<file path="src/rtl/result_reader.sv">
// Snapshots a packed register file on start and streams its elements (element 0 first) over valid/ready; first beat 1 cycle after start, holds under backpressure.
// `define RESULT_READER_SKIP_ZERO_EN to present only non-zero elements (all-zero capture goes straight to the done pulse).
module result_reader #(
  parameter int ELEM_W   = 6,
  parameter int NUM_ELEM = 8,
  parameter int IDX_W    = 3
) (
  input  logic                       clk,
  input  logic                       reset,
  input  logic                       start,
  input  logic [ELEM_W*NUM_ELEM-1:0] contents_in,
  input  logic                       out_ready,
  output logic                       out_valid,
  output logic [ELEM_W-1:0]          out_data,
  output logic [IDX_W-1:0]           out_index,
  output logic                       out_last,
  output logic                       busy,
  output logic                       done
);

  typedef enum logic [1:0] {IDLE, SEND, FINISH} state_t;

  state_t                     state;
  logic [ELEM_W*NUM_ELEM-1:0] snap;
  logic [NUM_ELEM-1:0]        send_mask;
  logic [NUM_ELEM-1:0]        cap_mask;
  logic [IDX_W-1:0]           cap_first;
  logic                       cap_last;
  logic                       cap_any;
  logic [IDX_W:0]             after_idx;
  logic [IDX_W-1:0]           nxt_idx;
  logic                       nxt_last;

  function automatic logic [IDX_W-1:0] first_from(input logic [NUM_ELEM-1:0] m,
                                                  input logic [IDX_W:0]      from);
    logic [IDX_W-1:0] r;
    r = '0;
    for (int k = NUM_ELEM - 1; k >= 0; k--)
      if (m[k] && (k >= int'(from))) r = IDX_W'(k);
    return r;
  endfunction

  function automatic logic none_above(input logic [NUM_ELEM-1:0] m,
                                      input logic [IDX_W-1:0]    idx);
    logic r;
    r = 1'b1;
    for (int k = 0; k < NUM_ELEM; k++)
      if (m[k] && (k > int'(idx))) r = 1'b0;
    return r;
  endfunction

  function automatic logic [ELEM_W-1:0] elem(input logic [ELEM_W*NUM_ELEM-1:0] v,
                                             input logic [IDX_W-1:0]           i);
    return v[int'(i)*ELEM_W +: ELEM_W];
  endfunction

  // The mask selects which elements get presented; the walk logic is the same either way.
  always_comb begin
    cap_mask = '1;
`ifdef RESULT_READER_SKIP_ZERO_EN
    for (int k = 0; k < NUM_ELEM; k++)
      cap_mask[k] = |contents_in[k*ELEM_W +: ELEM_W];
`endif
  end

  assign cap_any   = |cap_mask;
  assign cap_first = first_from(cap_mask, '0);
  assign cap_last  = none_above(cap_mask, cap_first);
  assign after_idx = {1'b0, out_index} + 1'b1;
  assign nxt_idx   = first_from(send_mask, after_idx);
  assign nxt_last  = none_above(send_mask, nxt_idx);

  always_ff @(posedge clk or negedge reset) begin
    if (!reset) begin
      state     <= IDLE;
      snap      <= '0;
      send_mask <= '0;
      out_valid <= 1'b0;
      out_data  <= '0;
      out_index <= '0;
      out_last  <= 1'b0;
      busy      <= 1'b0;
      done      <= 1'b0;
    end else begin
      case (state)
        IDLE: begin
          if (start) begin
            snap      <= contents_in;
            send_mask <= cap_mask;
            out_index <= cap_first;
            out_data  <= elem(contents_in, cap_first);
            busy      <= 1'b1;
            if (cap_any) begin
              state     <= SEND;
              out_valid <= 1'b1;
              out_last  <= cap_last;
            end else begin
              state <= FINISH;
              done  <= 1'b1;
            end
          end
        end
        SEND: begin
          if (out_ready) begin
            if (out_last) begin
              state     <= FINISH;
              out_valid <= 1'b0;
              out_last  <= 1'b0;
              done      <= 1'b1;
            end else begin
              out_index <= nxt_idx;
              out_data  <= elem(snap, nxt_idx);
              out_last  <= nxt_last;
            end
          end
        end
        FINISH: begin
          state <= IDLE;
          busy  <= 1'b0;
          done  <= 1'b0;
        end
        default: state <= IDLE;
      endcase
    end
  end

endmodule

</file>
<file path="config.mk">
export PLATFORM = sky130hd
export DESIGN_NAME = result_reader
export DESIGN_NICKNAME = d
export VERILOG_FILES = /design/src/rtl/result_reader.sv
export SDC_FILE = /design/constraint.sdc
export NUM_CORES = 1
export LEC_CHECK = 0
export CAP_MARGIN = 0
export CORE_MARGIN = 4
export CORE_UTILIZATION = 34
export CTS_CLUSTER_DIAMETER = 120
export CTS_CLUSTER_SIZE = 40
export DETAILED_ROUTE_END_ITERATION = 8
export PLACE_DENSITY = 0.59
export SLEW_MARGIN = 5
export SYNTH_ARGS = -nofsm -noshare
export SYNTH_HDL_FRONTEND = slang
export SYNTH_SLANG_ARGS = --single-unit
</file>
<file path="constraint.sdc">
create_clock -name clk -period 2.05 [get_ports clk]
set_input_delay 0.41 -clock clk [delete_from_list [all_inputs] [get_ports clk]]
set_output_delay 0.41 -clock clk [all_outputs]
set_load 0.02 [all_outputs]
</file>
==> metrics.md <==
| Metric | Value |
|---|---|
| Status | `finished clean` |
| Final worst-path cycle share | `0.950` |
| Synth top area cells | `dfrtp_1, mux2_1, o21ai_1, a211oi_1, o21a_1` |
| R2R setup slack | `between 0.1 and 0.15 ns` |
| CP endpoint kind | `output pin` |
| Syn Inst Count | `251` |
| Avg WL per Cell | `16.9 um` |
| CTS buffer count | `9` |
| Final setup violation count | `0` |
| Antenna fix cells | `0` |
| GRT Residual Overflow | `0` |
| Max Cap Viol | `0` |
| LEAKAGE | `0.00169 uW` |
| Pre-Repair DR Iteration Count | `4` |
| Vias in the first global route | `2361` |
| Fillers | `848` |
| Starting density of the core | `0.348` |
| H-tree levels | `3` |
| Cell variety after synth | `34` |
| Skew final | `0.00537 ns` |
| Drt total wl | `7380 um` |
| Post-synthesis sequential area ratio | `0.530` |
| Area growth syn-to-layout | `35.4%` |
| Max-Slew Margin vs Limit | `0.682` |
| Tmin final | `1.95 ns` |
| TritonCTS clock tree | `built` |
| Gr usage total | `0.152` |
| Syn avg cell area | `around 12 um2` |
| Mapped Area | `3020 um2` |
| Die height | `102 um` |
| Top Ports | `65` |
| Routability cong. | `just under 0.8` |
| WP data arrival | `between 1.5 and 2 ns` |
| Reg2Reg Depth | `7` |
| CTS root buf | `clkbuf_8` |
| Fraction of layout cells with a size suffix above 1 | `0.113` |
| Core ar. | `8680 um2` |
| Post-CTS Setup Inserts | `0` |
| Cell Area, Placed | `3850 um2` |
| Antenna Violating Nets Remaining | `0` |
| Post-DP HPWL | `5370 um` |
| Worst path required time | `1.64 ns` |
| Vias | `roughly 2300` |
| Top FF cell, synth | `dfrtp_1` |
| Leading area contributor after synthesis | `dfrtp_1` |
| Setup crit start | `out_index[1]$_DFFE_PN0P_` |
| Worst setup SP type | `flip-flop` |
| Post-synth top area share | `0.530` |
| F_max | `0.513 GHz` |
| Vias per cell | `5.26` |
| Final setup margin | `0.102 ns` |
| Count leader, synth | `dfrtp_1` |
| Worst r2r dst | `out_data[4]$_DFFE_PN0P_` |
| Clock Tree Buf Depth | `2` |
| Post-route cell area | `4090 um2` |
| CTS sink count | `64` |
| RSZ-0062 raised after global routing | `false` |
| Top cells by count, synth | `dfrtp_1, mux2_1, o21ai_1` |
| Detailed router's first-iteration violation count | `139` |
| Die area | `around 10000 um2` |
| Setup TNS | `0 ns` |
| Largest net degree at the start of global routing | `65` |
| Hold WC Path Type | `in2async` |
| Max IR drop VDD | `0.471 mV` |
| Initial antenna violation count | `0` |
| Final net count | `379` |
| FFs w/ async S/R, synth | `1.00` |
| Warnings from Yosys | `0` |
| CP max FO | `6` |
| Final hold vios | `0` |
| CP Class | `reg2out` |
| Clk pin slew, worst setup/hold paths | `0.06 ns` |
| Worst-Margin Slew | `0.477 ns` |
| Pwr/cell area | `1540 nW/um2` |
| EDFF count, synth | `0` |
| Latest clock arrival within the worst-skew pair | `0.34 ns` |
| First-pass GRT wire length | `around 12000 um` |
| FP Rows | `34` |
| Flops & latches, synth | `64` |
| RR Startpoint | `out_index[0]$_DFFE_PN0P_` |
| Port Buffers | `64` |
| Die width | `102 um` |
| Pre-CTS WS | `0.100 ns` |
| Post-route DRC | `0` |
| Syn Nets | `306` |
| Slew Limit Fails | `0` |
-- critical path, stage by stage, from the launching register on --
cell and delay, ns:
dfrtp_1 0.42, buf_4 0.17, clkdlybuf4s50_1 0.61
-- per-layer routing --
metal | track usage | wire length [um] | up-vias
met1 | 0.207 | 3450 | 1105
met2 | 0.218 | 3190 | 79
li1 | - | - | 1090
met5 | 0 | 0 | -
met4 | 0.0868 | 225 | 0
met3 | 0.0403 | 514 | 19
-- cells in the final DEF (no fill, tap or decap), types with 2 or more instances in the layout --
cell type        Yosys  routed
a211oi_1            12      12
o22ai_1              2       2
mux2i_1              6       6
nand2_1              5       5
nand2b_1             4       4
nor2_1               4       4
mux2_1              48      48
bufinv_16            0       2
o21ai_1             19      19
buf_12               0       3
o21ai_0              4       4
clkdlybuf4s50_1      0      63
nand4_1             12      12
buf_4                1      13
clkbuf_8             0      11
o21a_1              12      12
a31oi_1             13      13
ha_1                 3       2
a22oi_1              6       6
dfrtp_1             64      64
inv_1                5       5
-- area by class of cell --
cell class / instances / area, um2 / area share
clock buffers: 12 / 155 / 0.0379
inverters: 5 / 18.8 / 0.00459
multi-input cells: 164 / 1320 / 0.323
flip-flops and latches: 64 / 1600 / 0.392
clock inverters: 3 / 65.1 / 0.0159
well taps: 108 / 135 / 0.0330
repair buffers: 80 / 793 / 0.194
-- worst max-delay path by stage --
stage | cells past startpoint | slack, ns | endpoint
finish | 2 | 0.10 | out_index[1]
global route | 7 | 0.04 | out_data[4]$_DFFE_PN0P_
CTS | 7 | 0.11 | out_data[3]$_DFFE_PN0P_
detailed placement | 6 | 0.10 | out_data[0]$_DFFE_PN0P_
global placement | 6 | 0.11 | out_data[0]$_DFFE_PN0P_
floorplan | 8 | 0.04 | out_data[2]$_DFFE_PN0P_
-- power breakdown --
part           total [uW]  internal [uW]  leakage [uW]  switching (uW)
Combinational        2840           1400      0.000807            1440
Sequential           2270           1870      0.000770             404
Clock                1200            743      0.000112             458
-- through the flow --
stage	power [uW]	instances	util	hold slack (ns)
final	6310	436	0.471	0.0579
after detailed placement	5070	420	0.443	0.450
after floorplan	4040	251	-	0.114
after global placement	5020	420	0.443	0.450
after global routing	6770	436	0.471	0.0748
after CTS	6310	435	0.469	0.0737
-- cells by family (layout without fill, tap and decap cells) --
logic type      after synthesis  count (layout)  synth area share
flops                        64              64             0.530
mux                          54              54             0.199
simple gates                 35              36            0.0680
compound gates               71              71             0.151
buf+inv                      24             100            0.0394
fa+ha+maj                     3               3            0.0124
-- sequential cells by signal, indices dropped and copies added, names as in the netlist --
name	flops
busy	1
out_valid	1
snap	48
send_mask	1
out_last	1
out_data	6
out_index	3
state	2
done	1
-- timing repair --
item,CTS,global route
setup endpoints to repair,0,3
gates resized for setup,0,1
hold buffers,0,0
(Power assumes the default switching activity.)
